[src/rtl/pipe_stage_buffer.sv]
// rtl/pipe_stage_buffer.sv - two-entry skid buffer pipeline stage; optional macro PIPE_STAGE_BUFFER_CLR_DATA_EN zeroes payload on flush
module pipe_stage_buffer #(
    parameter int DATA_W = 32
) (
    input  logic              clk,
    input  logic              rst,
    input  logic              flush,
    input  logic              in_valid,
    input  logic [DATA_W-1:0] in_data,
    output logic              in_ready,
    output logic              out_valid,
    output logic [DATA_W-1:0] out_data,
    input  logic              out_ready,
    output logic [1:0]        occupancy
);

    localparam logic [1:0] ST_EMPTY = 2'd0;
    localparam logic [1:0] ST_ONE   = 2'd1;
    localparam logic [1:0] ST_FULL  = 2'd2;

    logic [1:0]        state;
    logic [1:0]        state_nxt;
    logic [DATA_W-1:0] head;
    logic [DATA_W-1:0] head_nxt;
    logic [DATA_W-1:0] skid;
    logic [DATA_W-1:0] skid_nxt;
    logic              accept;
    logic              pop;

    assign accept = in_valid & in_ready;
    assign pop    = out_valid & out_ready;

    always_comb begin
        state_nxt = state;
        head_nxt  = head;
        skid_nxt  = skid;
        case (state)
            ST_EMPTY: begin
                if (accept) begin
                    state_nxt = ST_ONE;
                    head_nxt  = in_data;
                end
            end
            ST_ONE: begin
                if (accept && pop) begin
                    head_nxt = in_data;
                end else if (accept) begin
                    state_nxt = ST_FULL;
                    skid_nxt  = in_data;
                end else if (pop) begin
                    state_nxt = ST_EMPTY;
                end
            end
            ST_FULL: begin
                if (pop) begin
                    state_nxt = ST_ONE;
                    head_nxt  = skid;
                end
            end
            default: state_nxt = ST_EMPTY;
        endcase
        // flush wins over any accept or pop on the same edge
        if (flush) begin
            state_nxt = ST_EMPTY;
`ifdef PIPE_STAGE_BUFFER_CLR_DATA_EN
            head_nxt  = '0;
            skid_nxt  = '0;
`else
            head_nxt  = head;
            skid_nxt  = skid;
`endif
        end
    end

    // handshake flags are decoded from the next state so they leave a flop
    always_ff @(posedge clk or negedge rst) begin
        if (!rst) begin
            state     <= ST_EMPTY;
            head      <= '0;
            skid      <= '0;
            in_ready  <= 1'b1;
            out_valid <= 1'b0;
        end else begin
            state     <= state_nxt;
            head      <= head_nxt;
            skid      <= skid_nxt;
            in_ready  <= (state_nxt != ST_FULL);
            out_valid <= (state_nxt != ST_EMPTY);
        end
    end

    assign out_data  = head;
    assign occupancy = state;

endmodule
[config.mk]
export PLATFORM = sky130hd
export DESIGN_NAME = pipe_stage_buffer
export DESIGN_NICKNAME = d
export VERILOG_FILES = /design/src/rtl/pipe_stage_buffer.sv
export SDC_FILE = /design/constraint.sdc
export NUM_CORES = 1
export LEC_CHECK = 0
export CORE_ASPECT_RATIO = 0.7
export CORE_MARGIN = 3
export CORE_UTILIZATION = 49
export CTS_BUF_LIST = sky130_fd_sc_hd__clkbuf_4 sky130_fd_sc_hd__clkbuf_8 sky130_fd_sc_hd__clkbuf_16
export CTS_CLUSTER_DIAMETER = 50
export DETAILED_ROUTE_END_ITERATION = 12
export PLACE_DENSITY = 0.89
export SLEW_MARGIN = 20
export SYNTH_ARGS = -nofsm -noshare
export SYNTH_HDL_FRONTEND = slang
export SYNTH_SLANG_ARGS = --single-unit
[constraint.sdc]
create_clock -name clk -period 2.05 [get_ports clk]
set_clock_uncertainty 0.05 [all_clocks]
set_input_delay 0.5125 -clock clk [delete_from_list [all_inputs] [get_ports clk]]
set_output_delay 0.5125 -clock clk [all_outputs]
set_load 0.01 [all_outputs]
; ---- After elaboration in Yosys (flattened, before gate mapping)
; Index checks and enable logic that the tools add are counted.
[word_totals]
register_bits = 68
inputBits = 37
[op_classes]
eq_ne = 6
n_mux = 11
bitwise_logic = 4
n_reduce_logical = 6
[ops]
columns = op, count
row1 = 32-bit two-way mux, 3
row2 = 32-bit one-hot mux with 3 select lines, 1
row3 = 2-bit two-way mux, 6
row4 = "2-bit != test, second input constant", 4
row5 = 2-bit one-hot mux with 3 select lines, 1
row6 = 5-bit AND reduction, 1
row7 = 4-bit AND reduction, 1
row8 = 3-bit nonzero test, 1
row9 = 1-bit AND, 2
row10 = "2-bit by 1-bit == test with 1-bit output, second input constant", 1
row11 = "2-bit == test, second input constant", 1
row12 = 2-bit logical NOT, 1
row13 = 1-bit inverter, 2
row14 = 2-bit nonzero test, 1
row15 = 1-bit logical AND, 1

; ---- Logic depth before layout (Yosys ltp)
; Gate-level depths: netlist of the first run.
[logic_depth]
word_depth = 7
depth_mapped = 5
depth_no_buf = 3

; ---- Worst setup path after synthesis of the first run
; No wires, ideal clock.
[synth_timing]
path_kind = flip-flop to flip-flop
from = reg in_ready
to = reg head[0] (netlist: out_data[0])
setup_time_ps = 125
arrival_time_ps = 1613
required_time_ps = 1875
slack_ps = 263
path_stages_with_launch = 5
n_path_buf = 1
synth_period_minus_slack_ps = 1787
path_cell_list = dfstp_2 > nand3b_1 > a221oi_4 > buf_6 > mux2_2
[synth_between]
elab_chain_cells = 4
[synth_rtl]
columns = element, line
row1 = start: declaration, 10  ; output logic in_ready,
row2 = start signal: assignment, 87  ; in_ready <= (state_nxt != ST_FULL);
row3 = 1-bit AND *, 30  ; assign accept = in_valid & in_ready;
row4 = 1-bit logical AND, 45  ; if (accept && pop) begin
row5 = 2-bit != test (no line), -
row6 = 5-bit AND reduction (no line) *, -
row7 = end signal: assignment, 85  ; head <= head_nxt;
row8 = end: declaration, 23  ; logic [DATA_W-1:0] head;
; Every way passes the cells marked *; elsewhere a longest branch is shown, timed or not.
; A chain may end at the register's enable or synchronous reset.

; ---- Final worst setup path of the first run
[layout_timing]
from = reg state[1] (netlist: occupancy[1])
to = out occupancy[1]
[layout_lines]
columns = element, line
row1 = start: declaration, 21  ; logic [1:0] state;
row2 = start signal: assignment, 84  ; state <= state_nxt;
row3 = end: declaration, 14  ; output logic [1:0] occupancy
; No word-level cell between the ends.

==> out/summary.txt, run 1 <==
Status = completed
Chip height = 71.40 um
Num ports = 73
Hold crit path type = input port to async pin
Final wirelength = 5847 um
Synth Warn # = 0
Largest fanout on the critical path = 9
First-pass GRT wire length = 9887 um
Row cnt = 23
Placed instance area = 3902 sq um
Worst Path Arrival = 1.39 ns
Power consumption = 0.004413 W
Sequential fraction of the synthesis area = 56.87%
Critical Path RT = 1.49 ns
Die area = 7099 sq um
Critical Path End Type = output port
Syn nets = 231
Worst path max stage delay = 0.59 ns
Die W = 99.43 um
Max Freq = 511.7 MHz
Period utilisation layout = 95.33%
Clock Root Buffer = clkbuf_8
Dpl ws = -0.2482 ns
Crit-path leading delay family = buffers and inverters
Final Hold Fails = 0
Router iterations before antenna repair = 3
Final std cells w/o fill = 360
Crit Path Class = register to output port
Worst setup margin = 0.09572 ns
Post-Synthesis Cells = 194
Avg Vias per Cell = 5.058
Worst-case clock buffer depth = 2
Starting Density = 51.51%
Post CTS Setup Buffer Count = 0
Slowest CP cell = clkdlybuf4s50_1
Synthesized area per cell = 15.43 sq um
Initial DRC count = 41
Slew @ Worst Pin = 0.5093 ns
N_diodes = 0
Sequence of cells on the critical path = clkdlybuf4s50_1
Synthesized cell area = 2994 sq um
# DRC = 0
CP startpoint kind = register
Hold_buf cts = 0
Placed cells = 344
Slew HR = 66.04%
Pin count of the biggest net entering global routing = 27
Gpl congestion = 0.8130
Initial antenna violation count = 0
Number of synthesized register bits = 68
Final setup viols = 0
PD cells = 1077 nW/um^2
Synth unique cells = 21
Unrepaired setup endpoints after global routing = no
Design Area, Final = 4096 sq um
H-tree depth reported by CTS = 3
Maximum vdd drop = 0.5501 mV
Max Transition Viols Final = 0
CTS Buf Count = 9
Share of cells above drive strength 1 = 43.16%
Tot GR Track Use = 18.10%
CP bufs+invs = 1
Post-route core utilization = 70.47%
Via count = 1821
IO Port Bufs = 72
Number of global-route vias before repair = 2029
Nets@finish = 317
Clk slew on worst S/H paths = 0.07 ns
Clock latency on the worst-skew pair = 0.33 ns
CTS tree = done
Routed len/inst = 16.24 um
CORE AREA = 5813 sq um
Congestion Overflow GR = 0
Post-DP HPWL = 4248 um
Pleak = 1.727 nW
Fin crit period = 1.954 ns
Max-cap violations = 0
Syn-to-layout area delta = 36.82%
Detail Route Antenna Nets = 0
Sink Count = 68
[cell usage after synthesis (all sizes together)]
cell type  number  area, sq um
a211o           1        8.760
a21boi          1        7.510
a21oi           4        20.02
a221oi          1        26.28
a32oi           1        8.760
and2            1        6.260
and4b           1        10.01
buf            10        68.81
dfrtp          67         1677
dfstp           1        26.28
inv             1        3.750
mux2           96         1081
nand2           3        11.26
nand2b          1        6.260
nand3b          1        7.510
nor2b           1        6.260
o21ai           1        5.000
o21bai          1        7.510
or2             1        6.260
[placed cells by master, fill, tap and decap left out]
cell and count:
a211o_1 1, a21boi_0 1, a21oi_1 4, a221oi_4 1
a32oi_1 1, and2_1 1, and4b_1 1, buf_12 5
buf_2 1, buf_4 8, bufinv_16 1, clkbuf_4 2
clkbuf_8 9, clkdlybuf4s50_1 70, clkinv_2 3, clkinvlp_4 1
dfrtp_1 67, dfstp_2 1, dlymetal6s2s_1 1, inv_1 1
mux2_1 6, mux2_2 90, nand2_1 3, nand2b_1 1
nand3b_1 1, nor2b_4 1, o21ai_0 1, o21bai_1 1
or2_1 1
[path summary, 6_finish.rpt]
kind                         startpoint           end  slack [ns]  cells past startpoint
max                        occupancy[1]  occupancy[1]         0.1                      1
min                                 rst      skid[18]         0.1                      1
max reg2reg                    in_ready  out_data[31]        0.19                      4
min reg2reg                 out_data[8]   out_data[8]        0.44                      1
max in group asynchronous           rst      skid[28]        1.35                      2
min in group clk            out_data[8]   out_data[8]        0.44                      1
[power breakdown]
group	internal, W	leakage, nW	switching [W]
Combinational	0.000863	0.812	0.000437
Sequential	0.00181	0.814	0.000242
Clock	0.000583	0.0999	0.000478
Total	0.00326	1.73	0.00116
[what timing repair did]
item	4_1_cts	5_1_grt
endpoints found under the setup margin	0	1
hold endpoints to repair	0	0
resized for setup	0	1
[registers in the layout (all words and copies together) (netlist names)]
register and flops:
occupancy 2, out_valid 1, in_ready 1, out_data 32, skid 32
[per-stage QoR]
| step | hold WS [ns] | TNS [ns] |
|---|---|---|
| 2_1_floorplan | 0.1669 | 0 |
| 3_3_place_gp | 0.4219 | -8.259 |
| 4_1_cts | 0.09211 | 0 |
| 5_1_grt | 0.09734 | 0 |
| 6_report | 0.09710 | 0 |
| 3_5_place_dp | 0.4302 | -10.89 |
[routing by layer]
| layer | GRT usage (%) | share of wire, % | vias up | routed length, um |
|---|---|---|---|---|
| met5 | 0 | 0 | - | 0 |
| met4 | 5.000 | 0.46 | 0 | 27 |
| met3 | 6.907 | 6.5 | 4 | 378 |
| met2 | 26.26 | 45 | 50 | 2623 |
| met1 | 25.69 | 48 | 888 | 2819 |
| li1 | - | - | 879 | - |
[final cells by class]
type	instances	area (sq um)
Sequential cell	68	1703
Fill cell	402	1717
Clock inverter	5	52.55
Multi-Input combinational cell	115	1226
Tap cell	75	93.84
Inverter	1	3.754
Clock buffer	11	138.9
Timing Repair Buffer	85	878.3
[cell families after synthesis]
group	after synthesis	share of synthesized area, %
and+or+nand+nor	9	1.798
muxes	96	36.11
buffers and inverters	11	2.423
AOI/OAI and AO/OA	10	2.800
DFF	68	56.87
Power figures use the tool's default switching activity.
==> run 2: changes to the inputs <==
Settings changed: CTS_BUF_LIST sky130_fd_sc_hd__clkbuf_4 sky130_fd_sc_hd__clkbuf_8 sky130_fd_sc_hd__clkbuf_16 to unset, HOLD_SLACK_MARGIN set to 0.06.
==> run 2 against run 1 <==
  * Critical path depth did not move
  * Final area fell by 0.18%
  * Sequential share of layout area rose by 0.076 points
  * Hold slack barely moved
  * Register-to-register slack barely moved
  * Setup slack got worse by 0.00081 ns
  * Core utilization fell by 0.13 points
  * Clock-buffer cell count did not move
  * Final cell count did not move
  * Largest cell class unchanged
  * Sequential cell count did not move
  * Largest power group unchanged
  * Combinational power barely moved
==> out/summary.txt, run 2 (synthesis gave the netlist of run 1 again) <==
CTS resizes = 0 (unchanged)
Row cnt = 23 (unchanged)
Slew HR = 66.09% (about the same)
CP bufs+invs = 1 (unchanged)
Avg Vias per Cell = 5.086 (+0.55%)
Power consumption = 0.004388 W (-0.59%)
Sequence of cells on the critical path = clkdlybuf4s50_1
Post-DP HPWL = 4248 um (unchanged)
Num ports = 73 (unchanged)
Max Freq = 511.5 MHz (about the same)
Hold_buf cts = 0 (unchanged)
Slew @ Worst Pin = 0.5087 ns (-0.0006587 ns)
CTS Buf Count = 9 (unchanged)
Post CTS Setup Buffer Count = 0 (unchanged)
Clock Root Buffer = clkbuf_8
Most frequent cells in the layout = 90 x mux2_2, 70 x clkdlybuf4s50_1, 67 x dfrtp_1
Status = completed
Congestion Overflow GR = 0 (unchanged)
Initial antenna violation count = 0 (unchanged)
Die area = 7099 sq um (unchanged)
Sink Count = 68 (unchanged)
Clock latency on the worst-skew pair = 0.33 ns (about the same)
Maximum vdd drop = 0.5520 mV (+0.35%)
# DRC = 0 (unchanged)
Critical Path End Type = output port
Multi-input logic area = 1226 sq um (unchanged)
Unrepaired setup endpoints after global routing = no
Final setup viols = 0 (unchanged)
Clk slew on worst S/H paths = 0.07 ns (about the same)
Worst setup margin = 0.09492 ns (-0.0008073 ns)
Initial DRC count = 54 (+32%)
Final wirelength = 5830 um (-0.29%)
Critical Path RT = 1.49 ns (about the same)
N_diodes = 0 (unchanged)
Number of global-route vias before repair = 2029 (unchanged)
Via count = 1831 (+0.55%)
Worst Path Arrival = 1.39 ns (about the same)
Placed cells = 344 (unchanged)
Max-cap violations = 0 (unchanged)
Crit Path Class = register to output port
First-pass GRT wire length = 9887 um (unchanged)
Die W = 99.43 um (unchanged)
Most common cell after layout, fill and taps aside = mux2_2
Max Transition Viols Final = 0 (unchanged)
Detail Route Antenna Nets = 0 (unchanged)
Final std cells w/o fill = 360 (unchanged)
CP startpoint kind = register
Period utilisation layout = 95.37% (about the same)
CTS tree = done
Design Area, Final = 4089 sq um (-0.18%)
Starting Density = 51.51% (unchanged)
PD cells = 1073 nW/um^2 (-0.41%)
CORE AREA = 5813 sq um (unchanged)
Dpl ws = -0.2482 ns (unchanged)
Register Area = 1703 sq um (unchanged)
Gpl congestion = 0.8130 (unchanged)
Fin crit period = 1.955 ns (+0.0008073 ns)
Syn-to-layout area delta = 36.56%
Worst-case clock buffer depth = 2 (unchanged)
Largest fanout on the critical path = 9 (unchanged)
Chip height = 71.40 um (unchanged)
Final Hold Fails = 0 (unchanged)
Crit-path leading delay family = buffers and inverters
H-tree depth reported by CTS = 3 (unchanged)
Placed instance area = 3902 sq um (unchanged)
Setup_tns = 0 ns (unchanged)
IO Port Bufs = 72 (unchanged)
Tot GR Track Use = 18.10% (unchanged)
Worst path max stage delay = 0.59 ns (about the same)
Pin count of the biggest net entering global routing = 27 (unchanged)
Router iterations before antenna repair = 3 (unchanged)
Hold crit path type = input port to async pin
Pleak = 1.720 nW (-0.40%)
Share of cells above drive strength 1 = 42.46% (-0.70 points)
Routed len/inst = 16.19 um (-0.29%)
Nets@finish = 317 (unchanged)
Fillcell total = 406 (+1.0%)
Slowest CP cell = clkdlybuf4s50_1
==> run 2: cell counts in the layout (fill, tap and decap cells not counted) <==
Identical to the previous run, type by type.
==> run 2: path summary, 6_finish.rpt <==
check / start / endpoint / slack (ns) / depth (start not counted)
worst max-delay path: occupancy[1] / occupancy[1] / 0.09 / 1
worst min-delay path: rst / skid[18] / 0.1 / 1
worst max register to register: in_ready / out_data[31] / 0.20 / 4
worst min register to register: out_data[8] / out_data[8] / 0.44 / 1
max in group asynchronous: rst / skid[28] / 1.35 / 2
min in group clk: out_data[8] / out_data[8] / 0.44 / 1
==> run 2: final cells by class <==
class | count | area share [%]
sequential | 68 | 41.65
tap | 75 | 2.295
clock buffer | 11 | 3.213
multi-input combinational | 115 | 29.99
timing repair buffer | 85 | 21.48
inverter | 1 | 0.09180
clock inverter | 5 | 1.285
==> run 2: metal layers <==
layer | track usage, % | routed length [um] | up-vias
met1 | 25.69 | 2791 | 894
met3 | 6.907 | 381 | 6
met5 | 0 | 0 | -
li1 | - | - | 880
met2 | 26.26 | 2609 | 51
met4 | 5.000 | 48 | 0
==> run 2: where the power goes <==
group	total, W	internal [W]	leakage [nW]	switching [W]
sequential	0.00205	0.00181	0.814	0.000241
clock	0.00104	0.000556	0.0931	0.000479
combinational	0.00130	0.000863	0.812	0.000437
==> run 2: metrics by stage <==
step	util (%)	hold WS, ns
final	70.34	0.09741
after global routing	70.34	0.09770
after CTS	70.30	0.09355
after detailed placement	67.13	0.4302
after global placement	67.13	0.4219
after floorplan	-	0.1669
